`config.mk`:
```
export PLATFORM = sky130hd
export DESIGN_NAME = store_pack
export DESIGN_NICKNAME = d
export VERILOG_FILES = /design/src/rtl/store_pack.sv
export SDC_FILE = /design/constraint.sdc
export NUM_CORES = 1
export LEC_CHECK = 0
export ABC_AREA = 1
export CAP_MARGIN = 40
export CORE_ASPECT_RATIO = 0.7
export CORE_UTILIZATION = 30
export DETAILED_ROUTE_END_ITERATION = 7
export GPL_TIMING_DRIVEN = 0
export PLACE_DENSITY = 0.57
export SYNTH_ARGS = -nofsm -noshare
export SYNTH_HDL_FRONTEND = slang
export SYNTH_SLANG_ARGS = --single-unit
```
`constraint.sdc`:
```
create_clock -name clk -period 3.75 [get_ports clk]
set_clock_uncertainty 0.15 [all_clocks]
set_input_delay 1.125 -clock clk [delete_from_list [all_inputs] [get_ports clk]]
set_output_delay 1.125 -clock clk [all_outputs]
set_load 0.05 [all_outputs]
```
`src/rtl/store_pack.sv`:
```
// store_pack: MEM-stage store narrowing and lane alignment.
// Each request is turned into a word address, lane-replicated data and
// byte enables. Legal stores go into a small in-order buffer that feeds
// the data memory. Misaligned or illegal-size stores are dropped; each
// one raises a one-cycle Align_Err pulse and records its address.
module store_pack #(
  parameter int DEPTH = 2
) (
  input  logic        clk,
  input  logic        reset,
  input  logic        Req_Valid,
  output logic        Req_Ready,
  input  logic [31:0] Req_Addr,
  input  logic [31:0] Req_Data,
  input  logic [1:0]  Req_Size,
  output logic        Mem_Valid,
  input  logic        Mem_Ready,
  output logic [31:0] Mem_Addr,
  output logic [31:0] Mem_Data,
  output logic [3:0]  Mem_BE,
  output logic        Align_Err,
  output logic [31:0] Err_Addr,
  output logic        Busy
);

  localparam int PW = (DEPTH > 1) ? $clog2(DEPTH) : 1;
  localparam logic [PW:0]   CNT_FULL = (PW + 1)'(DEPTH);
  localparam logic [PW:0]   CNT_ZERO = (PW + 1)'(0);
  localparam logic [PW:0]   CNT_ONE  = (PW + 1)'(1);
  localparam logic [PW-1:0] PTR_ZERO = PW'(0);
  localparam logic [PW-1:0] PTR_ONE  = PW'(1);

  // Buffer storage: word address, replicated data and byte enables per entry.
  logic [31:0]   addr_mem_r [DEPTH];
  logic [31:0]   data_mem_r [DEPTH];
  logic [3:0]    be_mem_r   [DEPTH];
  logic [PW-1:0] wr_ptr_r;
  logic [PW-1:0] rd_ptr_r;
  logic [PW:0]   count_r;
  logic          align_err_r;
  logic [31:0]   err_addr_r;

  logic          legal_s;
  logic [3:0]    be_s;
  logic [31:0]   data_s;
  logic          accept_s;
  logic          push_s;
  logic          reject_s;
  logic          pop_s;

  // Ready and memory-side outputs depend only on registers (and reset).
  assign Req_Ready = reset && (count_r != CNT_FULL);
  assign Mem_Valid = (count_r != CNT_ZERO);
  assign Busy      = Mem_Valid;
  assign Mem_Addr  = addr_mem_r[rd_ptr_r];
  assign Mem_Data  = data_mem_r[rd_ptr_r];
  assign Mem_BE    = be_mem_r[rd_ptr_r];
  assign Align_Err = align_err_r;
  assign Err_Addr  = err_addr_r;

  assign accept_s = Req_Valid && Req_Ready;
  assign push_s   = accept_s && legal_s;
  assign reject_s = accept_s && !legal_s;
  assign pop_s    = Mem_Valid && Mem_Ready;

  // Decode size and low address bits into legality, lane enables and data.
  always_comb begin
    legal_s = 1'b0;
    be_s    = 4'b0000;
    data_s  = 32'h0000_0000;
    case (Req_Size)
      2'b00: begin
        legal_s = 1'b1;
        be_s    = 4'b0001 << Req_Addr[1:0];
        data_s  = {4{Req_Data[7:0]}};
      end
      2'b01: begin
        legal_s = ~Req_Addr[0];
        be_s    = Req_Addr[1] ? 4'b1100 : 4'b0011;
        data_s  = {2{Req_Data[15:0]}};
      end
      2'b10: begin
        legal_s = (Req_Addr[1:0] == 2'b00);
        be_s    = 4'b1111;
        data_s  = Req_Data;
      end
      default: begin
        legal_s = 1'b0;
        be_s    = 4'b0000;
        data_s  = 32'h0000_0000;
      end
    endcase
  end

  // Write legal stores at the tail; reset wipes every entry so Mem_* read 0.
  always_ff @(posedge clk) begin
    if (!reset) begin
      for (int i = 0; i < DEPTH; i++) begin
        addr_mem_r[i] <= 32'h0000_0000;
        data_mem_r[i] <= 32'h0000_0000;
        be_mem_r[i]   <= 4'b0000;
      end
    end else if (push_s) begin
      addr_mem_r[wr_ptr_r] <= {Req_Addr[31:2], 2'b00};
      data_mem_r[wr_ptr_r] <= data_s;
      be_mem_r[wr_ptr_r]   <= be_s;
    end
  end

  // Pointers wrap naturally because DEPTH is a power of two.
  always_ff @(posedge clk) begin
    if (!reset) begin
      wr_ptr_r <= PTR_ZERO;
      rd_ptr_r <= PTR_ZERO;
    end else begin
      if (push_s) begin
        wr_ptr_r <= wr_ptr_r + PTR_ONE;
      end
      if (pop_s) begin
        rd_ptr_r <= rd_ptr_r + PTR_ONE;
      end
    end
  end

  // Occupancy: push and pop in the same cycle cancel out.
  always_ff @(posedge clk) begin
    if (!reset) begin
      count_r <= CNT_ZERO;
    end else begin
      case ({push_s, pop_s})
        2'b10:   count_r <= count_r + CNT_ONE;
        2'b01:   count_r <= count_r - CNT_ONE;
        default: count_r <= count_r;
      endcase
    end
  end

  // Error pulse lasts one cycle per reject; the address sticks until the next.
  always_ff @(posedge clk) begin
    if (!reset) begin
      align_err_r <= 1'b0;
      err_addr_r  <= 32'h0000_0000;
    end else begin
      align_err_r <= reject_s;
      if (reject_s) begin
        err_addr_r <= Req_Addr;
      end
    end
  end

endmodule

```
==> summary.txt, run 1 <==
Critical path
  • Startpoint Class: primary input
  • R2R setup slack: around 1.3 ns
  • Origin of the critical flop-to-flop path: count_r[0]$_SDFFE_PN0P_
  • Termination of the worst setup path: Req_Ready
  • Required arrival time at the worst endpoint: 2.47 ns
  • Launching instance or port of the critical path: reset
  • Setup Crit Path Kind: primary input to primary output
  • Data arrival, critical path: approximately 2.4 ns
  • Worst R2R Path Depth: 9
  • Endpoint type of the worst setup path: primary output
  • Capture point of the worst reg-to-reg path: data_mem_r[0][9]$_SDFFCE_PN0P_
  • Max Fanout on Critical Path: 10

Synth
  • Gate count of the mapped netlist: 717
  • Combined area of all synthesized cells: 7605 µm²
  • Total number of yosys warnings: 0
  • Count of distinct cell types in the synthesized netlist: 24
  • Per-instance average area after synthesis: 10.61 µm²
  • FF+latch count, synth: 170
  • Sequential cell area fraction in the yosys report: 0.6213

Layout
  • Syn-to-layout area delta: 35.67%
  • Post-layout nets: 981
  • Core Util, Final: 0.4170
  • Count of antenna diodes in the layout: 0
  • Finished layout cell area: between 10000 and 15000 µm²
  • Share of final-layout standard cells stronger than drive strength 1: 0.1842

Drt
  • Initial DRC Count: 331
  • Number of antenna-violating nets in the routed design: 0
  • Detailed Routing Iterations Pass 1: 5
  • Number of vias in the routed layout: ~5600
  • DR DRC count: 0
  • Number of vias per cell after detailed routing: 4.514
  • Routed wire length: between 20 and 25 mm
  • Per-cell routed wire length: around 17 µm

Job
  • Reported max-cap violation count: 0

Clock network
  • Clock latency on the worst-skew pair: 0.42 ns
  • CTS max path bufs: 2
  • TritonCTS clock tree: yes
  • Clock-pin slew of the registers on the worst-case setup and hold paths: about 0.060 ns
  • Clk sinks: 170
  • Post-CTS sizing: 51
  • CTS root buffer: clkbuf_16
  • Number of buffers created by CTS: 17
  • H-tree Lvls: 4
  • Number of buffers added for setup after CTS: 0
  • CTS Hold Buffers Added: 0

Place
  • Cell Area, Placed: around 9800 µm²
  • Port bufs: between 150 and 200
  • HPWL after detailed placement: around 15 mm
  • Routability-driven placement congestion ratio: 0.8122

Pwr
  • Share of total power in sequential cells: 0.438
  • Pwr/cell area: approximately 480 nW/µm²
  • Switching component of the power: 1.524 mW
  • Fraction of power consumed by the clock network: 0.343
  • Leakage component of the power: about 4.2 nW
  • Total power of the final layout: approximately 4.9 mW
  • Pint: 3.417 mW
  • Combinational power share: 0.219
  • Sw frac: 0.3084
  • VDD IR max: a little over 300 µV

STA
  • Setup TNS: 0 ns
  • Slew at the pin closest to its max-slew limit: 0.6512 ns
  • Unrepaired setup endpoints after global routing: no
  • Final worst hold slack: 0.3129 ns
  • Crit path time final: 3.642 ns
  • Final Setup Violations: 0
  • Maximum clock frequency: between 0.2 and 0.3 GHz
  • Worst rel slew slack: 0.5643
  • Number of max-slew violations in the final report: 0
  • Final number of hold-violating endpoints: 0
  • Share of the clock period used by the worst path after layout: 0.9711

Floorplan
  • Row count: 48
  • Starting density of the core: 0.3073
  • Die height: roughly 140 µm
  • Placeable core region: 24740 µm²
  • Ports: 174
  • Die Span X: slightly below 200 µm
  • Die area: ~26000 µm²

Run status
  • Status: finished clean

Worst hold path
  • Worst hold-check path type: flop to flop

Global routing
  • Vias in the first global route: approximately 5500
  • GRT overflow: 0
  • GRT Util Overall: 0.1686
  • First-pass GRT wire length: 32.27 mm
  • Maximum number of pins on one net before global-route repair: 46
  • Initial antenna violation count: 1
state kept, by name (all words and copies together) (netlist names), named ones only:
signal	count
wr_ptr_r	1
data_mem_r	64
count_r	2
Err_Addr	32
Align_Err	1
be_mem_r	8
addr_mem_r	60
rd_ptr_r	1
per-layer routing:
layer | routed length, µm | global-route usage | vias up
met3 | 1326 | 0.04584 | 10
met5 | 0 | 0 | -
met4 | 155 | 0.03281 | 0
met2 | 9152 | 0.2484 | 167
li1 | - | - | 2760
met1 | 10670 | 0.2471 | 2696
critical path, cell delays in order:
cell and delay [ns]:
clkdlybuf4s50_1 0.54, buf_6 0.18, clkbuf_8 0.19, nand2_1 0.06, inv_1 0.07, buf_4 0.19
cell usage in the layout (no fill, tap or decap), types with 2 or more instances in the layout:
cell type        count
a21oi_1             44
a31oi_1              4
buf_1                2
buf_16               2
buf_2               20
buf_4               12
buf_6                6
clkbuf_1             6
clkbuf_16           17
clkbuf_2             2
clkdlybuf4s50_1    130
clkinvlp_4           5
conb_1               2
dfxtp_1             38
dlygate4sd2_1       40
edfxtp_1           132
inv_1               63
inv_2                3
inv_6                4
mux2_2              66
nand2_1             66
nand2_2              3
nand2_4              3
nand3_1             32
nand3_2              2
nor2_1             172
nor2_2              20
o21ai_0             20
worst min path at each step:
stage	start	cells past startpoint	slack [ns]	end
global placement	rd_ptr_r$_SDFFE_PN0P_	1	0.29	rd_ptr_r$_SDFFE_PN0P_
CTS	rd_ptr_r$_SDFFE_PN0P_	1	0.31	rd_ptr_r$_SDFFE_PN0P_
global route	rd_ptr_r$_SDFFE_PN0P_	1	0.34	rd_ptr_r$_SDFFE_PN0P_
finish	rd_ptr_r$_SDFFE_PN0P_	1	0.31	rd_ptr_r$_SDFFE_PN0P_
detailed placement	rd_ptr_r$_SDFFE_PN0P_	1	0.29	rd_ptr_r$_SDFFE_PN0P_
floorplan	rd_ptr_r$_SDFFE_PN0P_	1	0.28	flop
kinds of logic after synthesis:
kind of cell    after synthesis  synth area share
compound gates               69           0.04640
flops                       170            0.6213
fa+ha+maj                     1          0.001645
other cells                   1         0.0004931
simple gates                299            0.1640
mux                          66           0.09773
buf+inv                     111           0.06844
layout make-up:
cell class / count / area [µm²]
Inverter: 66 / 247.7
Sequential cell: 170 / 4725
Fill cell: 2476 / 14430
Tap cell: 325 / 406.6
Buffer: 45 / 292.8
Timing Repair Buffer: 173 / 1714
Multi-Input combinational cell: 437 / 2379
Clock inverter: 12 / 116.4
Clock buffer: 20 / 436.7
power by group through the flow:
stage          clock [mW]  sequential, mW  combinational, mW
6_report             1.70            2.16               1.08
3_5_place_dp            0            2.21               1.12
4_1_cts              1.74            2.17               1.09
5_1_grt              1.80            2.17               1.15
3_3_place_gp            0            2.21               1.11
2_1_floorplan           0            2.28              0.625
cells in the mapped netlist:
cell type	count	area, µm²
a21oi_1	44	220.2
a31oi_1	4	25.02
buf_1	2	7.510
buf_2	20	100.1
buf_4	11	82.58
buf_6	5	56.30
clkbuf_1	7	26.28
conb_1	1	3.750
dfxtp_1	38	760.7
edfxtp_1	132	3964
ha_1	1	12.51
inv_1	63	236.5
inv_2	3	11.26
mux2_2	66	743.2
nand2_1	68	255.2
nand2_2	3	18.77
nand2_4	1	11.26
nand3_1	32	160.2
nand3_2	2	20.02
nor2_1	172	645.6
nor2_2	20	125.1
nor2_4	1	11.26
o21a_1	1	7.510
o21ai_0	20	100.1
through the flow:
stage / setup slack [ns] / std cells
floorplan: 0.02665 / 718
detailed placement: -1.207 / 1216
global route: 0.02644 / 1248
global placement: -1.833 / 1214
CTS: 0.01379 / 1248
finish: 0.1084 / 1248
(Power assumes the default switching activity.)
==> inputs of run 2 (changes only) <==
CTS_BUF_LIST = sky130_fd_sc_hd__clkbuf_2   (was unset)
==> summary.txt, run 2 (same netlist as run 1, synthesis figures left out) <==
Critical path
  • Buffering stage count on the worst path with inverters included: 5 (unchanged)
  • Data arrival, critical path: 2.37 ns (about the same)
  • Setup Crit Path Kind: primary input to primary output
  • Startpoint Class: primary input
  • Endpoint type of the worst setup path: primary output
  • Largest delay contributor family on the critical path: buffers and inverters
  • Slowest Stage Delay on Critical Path: 0.54 ns (about the same)
  • Slowest library cell on the worst path: clkdlybuf4s50_1
  • Launching instance or port of the critical path: reset
  • Origin of the critical flop-to-flop path: count_r[0]$_SDFFE_PN0P_
  • Max Fanout on Critical Path: 10 (unchanged)
  • Cells along the critical path: clkdlybuf4s50_1, buf_6, clkbuf_8, nand2_1, inv_1, buf_4
  • Required arrival time at the worst endpoint: 2.47 ns (about the same)

Global routing
  • Maximum number of pins on one net before global-route repair: 46 (unchanged)
  • Initial antenna violation count: 1 (unchanged)
  • GRT Util Overall: 0.1682 (-0.0004521)
  • First-pass GRT wire length: 32.22 mm (-0.15%)
  • Vias in the first global route: 5507 (-0.36%)
  • GRT overflow: 0 (unchanged)

Drt
  • Detailed Routing Iterations Pass 1: 5 (unchanged)
  • Number of vias per cell after detailed routing: 4.515 (about the same)
  • DR DRC count: 0 (unchanged)
  • Number of vias in the routed layout: 5635 (+0.036%)
  • Number of antenna-violating nets in the routed design: 0 (unchanged)
  • Per-cell routed wire length: 17.02 µm (-0.28%)
  • Routed wire length: 21.24 mm (-0.28%)
  • Initial DRC Count: 364 (+10%)

Place
  • Port bufs: 171 (unchanged)
  • HPWL after detailed placement: 15.01 mm (unchanged)
  • DP Worst Slack: -1.207 ns (unchanged)
  • Routability-driven placement congestion ratio: 0.8122 (unchanged)

Layout
  • Syn-to-layout area delta: 31.89%
  • Register bank with the most flops: data_mem_r
  • Most common cell after layout, fill and taps aside: nor2_1
  • Multi-input combinational cell area: 2379 µm² (unchanged)
  • Final-layout fill cell count: 2496 (+0.81%)
  • Count of antenna diodes in the layout: 0 (unchanged)
  • Highest-count cells in the layout ignoring fill and taps: nor2_1, edfxtp_1, clkdlybuf4s50_1
  • Share of final-layout standard cells stronger than drive strength 1: 0.2308 (+0.04659)
  • Sequential cell area in the final layout: 4725 µm² (unchanged)
  • Number of flip-flops under the largest register name: 64 (unchanged)
  • Post-layout nets: 981 (unchanged)

Clock network
  • CTS root buffer: clkbuf_2
  • Clk sinks: 170 (unchanged)
  • CTS max path bufs: 2 (unchanged)
  • Clock-pin slew of the registers on the worst-case setup and hold paths: 0.22 ns (+0.16 ns)
  • Number of buffers created by CTS: 17 (unchanged)
  • Number of buffers added for setup after CTS: 0 (unchanged)
  • CTS Hold Buffers Added: 0 (unchanged)
  • H-tree Lvls: 4 (unchanged)
  • Clock latency on the worst-skew pair: 0.71 ns (+0.29 ns)
  • TritonCTS clock tree: yes

STA
  • Final number of hold-violating endpoints: 0 (unchanged)
  • Share of the clock period used by the worst path after layout: 0.9719 (about the same)
  • Final worst hold slack: 0.3481 ns (+0.03525 ns)
  • Number of max-slew violations in the final report: 0 (unchanged)
  • Worst setup slack after layout: 0.1053 ns (-0.003129 ns)
  • Crit path time final: 3.645 ns (+0.003129 ns)
  • Slew at the pin closest to its max-slew limit: 0.6591 ns (+0.007914 ns)
  • Final Setup Violations: 0 (unchanged)
  • Maximum clock frequency: 0.2744 GHz (about the same)
  • Worst rel slew slack: 0.5590 (-0.005296)
  • Unrepaired setup endpoints after global routing: yes

Worst hold path
  • Startpoint of the most critical hold path: rd_ptr_r$_SDFFE_PN0P_
  • Worst hold-check path type: flop to flop

Floorplan
  • Row count: 48 (unchanged)
  • Die area: 26000 µm² (unchanged)
  • Ports: 174 (unchanged)
  • Placeable core region: 24740 µm² (unchanged)
  • Starting density of the core: 0.3073 (unchanged)
  • Die height: 135.2 µm (unchanged)
  • Die Span X: 192.3 µm (unchanged)

Job
  • Reported max-cap violation count: 0 (unchanged)

Pwr
  • Leakage component of the power: 4.065 nW (-3.3%)
  • Pwr/cell area: 417.6 nW/µm² (-13%)
  • VDD IR max: 184.9 µV (-39%)

Run status
  • Status: finished clean
## run 2: final timing paths
| check | end | slack, ns | cells after the start |
|---|---|---|---|
| setup / recovery | Req_Ready | 0.11 | 6 |
| hold / removal | rd_ptr_r$_SDFFE_PN0P_ | 0.35 | 1 |
| setup reg to reg | data_mem_r[0][9]$_SDFFCE_PN0P_ | 1.31 | 9 |
| hold reg to reg | rd_ptr_r$_SDFFE_PN0P_ | 0.35 | 1 |
## run 2: repair_timing
| item | CTS | global route |
|---|---|---|
| hold endpoints to repair | 0 | 0 |
| endpoints found under the setup margin | 67 | 16 |
| pin swaps | 0 | 0 |
| gates resized for setup | 164 | 12 |
## run 2: power by group
part / switching, mW / leakage (nW) / total (mW) / internal, mW
combinational: 0.719 / 2.26 / 1.08 / 0.361
sequential: 0.0335 / 1.68 / 2.16 / 2.13
clock: 0.690 / 0.124 / 0.944 / 0.254
## run 2: cell type report
type | count | area share
Tap cell | 325 | 0.04054
Inverter | 66 | 0.02470
Clock inverter | 12 | 0.01160
Timing Repair Buffer | 173 | 0.1745
Buffer | 45 | 0.03044
Sequential cell | 170 | 0.4711
Clock buffer | 20 | 0.009980
Multi-Input combinational cell | 437 | 0.2372
## run 2: metrics by stage
stage | util | power (mW) | TNS (ns) | cells | area [µm²]
final | 0.4053 | 4.188 | 0 | 1248 | 10030
after global routing | 0.4053 | 4.372 | -0.08313 | 1248 | 10030
after CTS | 0.4065 | 4.236 | 0 | 1248 | 10060
after detailed placement | 0.3959 | 3.323 | -6.189 | 1216 | 9797
after global placement | 0.3932 | 3.317 | -182.22 | 1214 | 9729
after floorplan | - | 2.910 | 0 | 718 | 7611
## run 2: layer usage
layer / part of all wire / wire length (µm) / global-route usage / vias to the layer above
met1: 0.50 / 10640 / 0.2491 / 2702
met2: 0.43 / 9082 / 0.2458 / 162
met4: 0.0066 / 140 / 0.03587 / 0
met5: 0 / 0 / 0 / -
li1: - / - / - / 2761
met3: 0.065 / 1378 / 0.04222 / 10
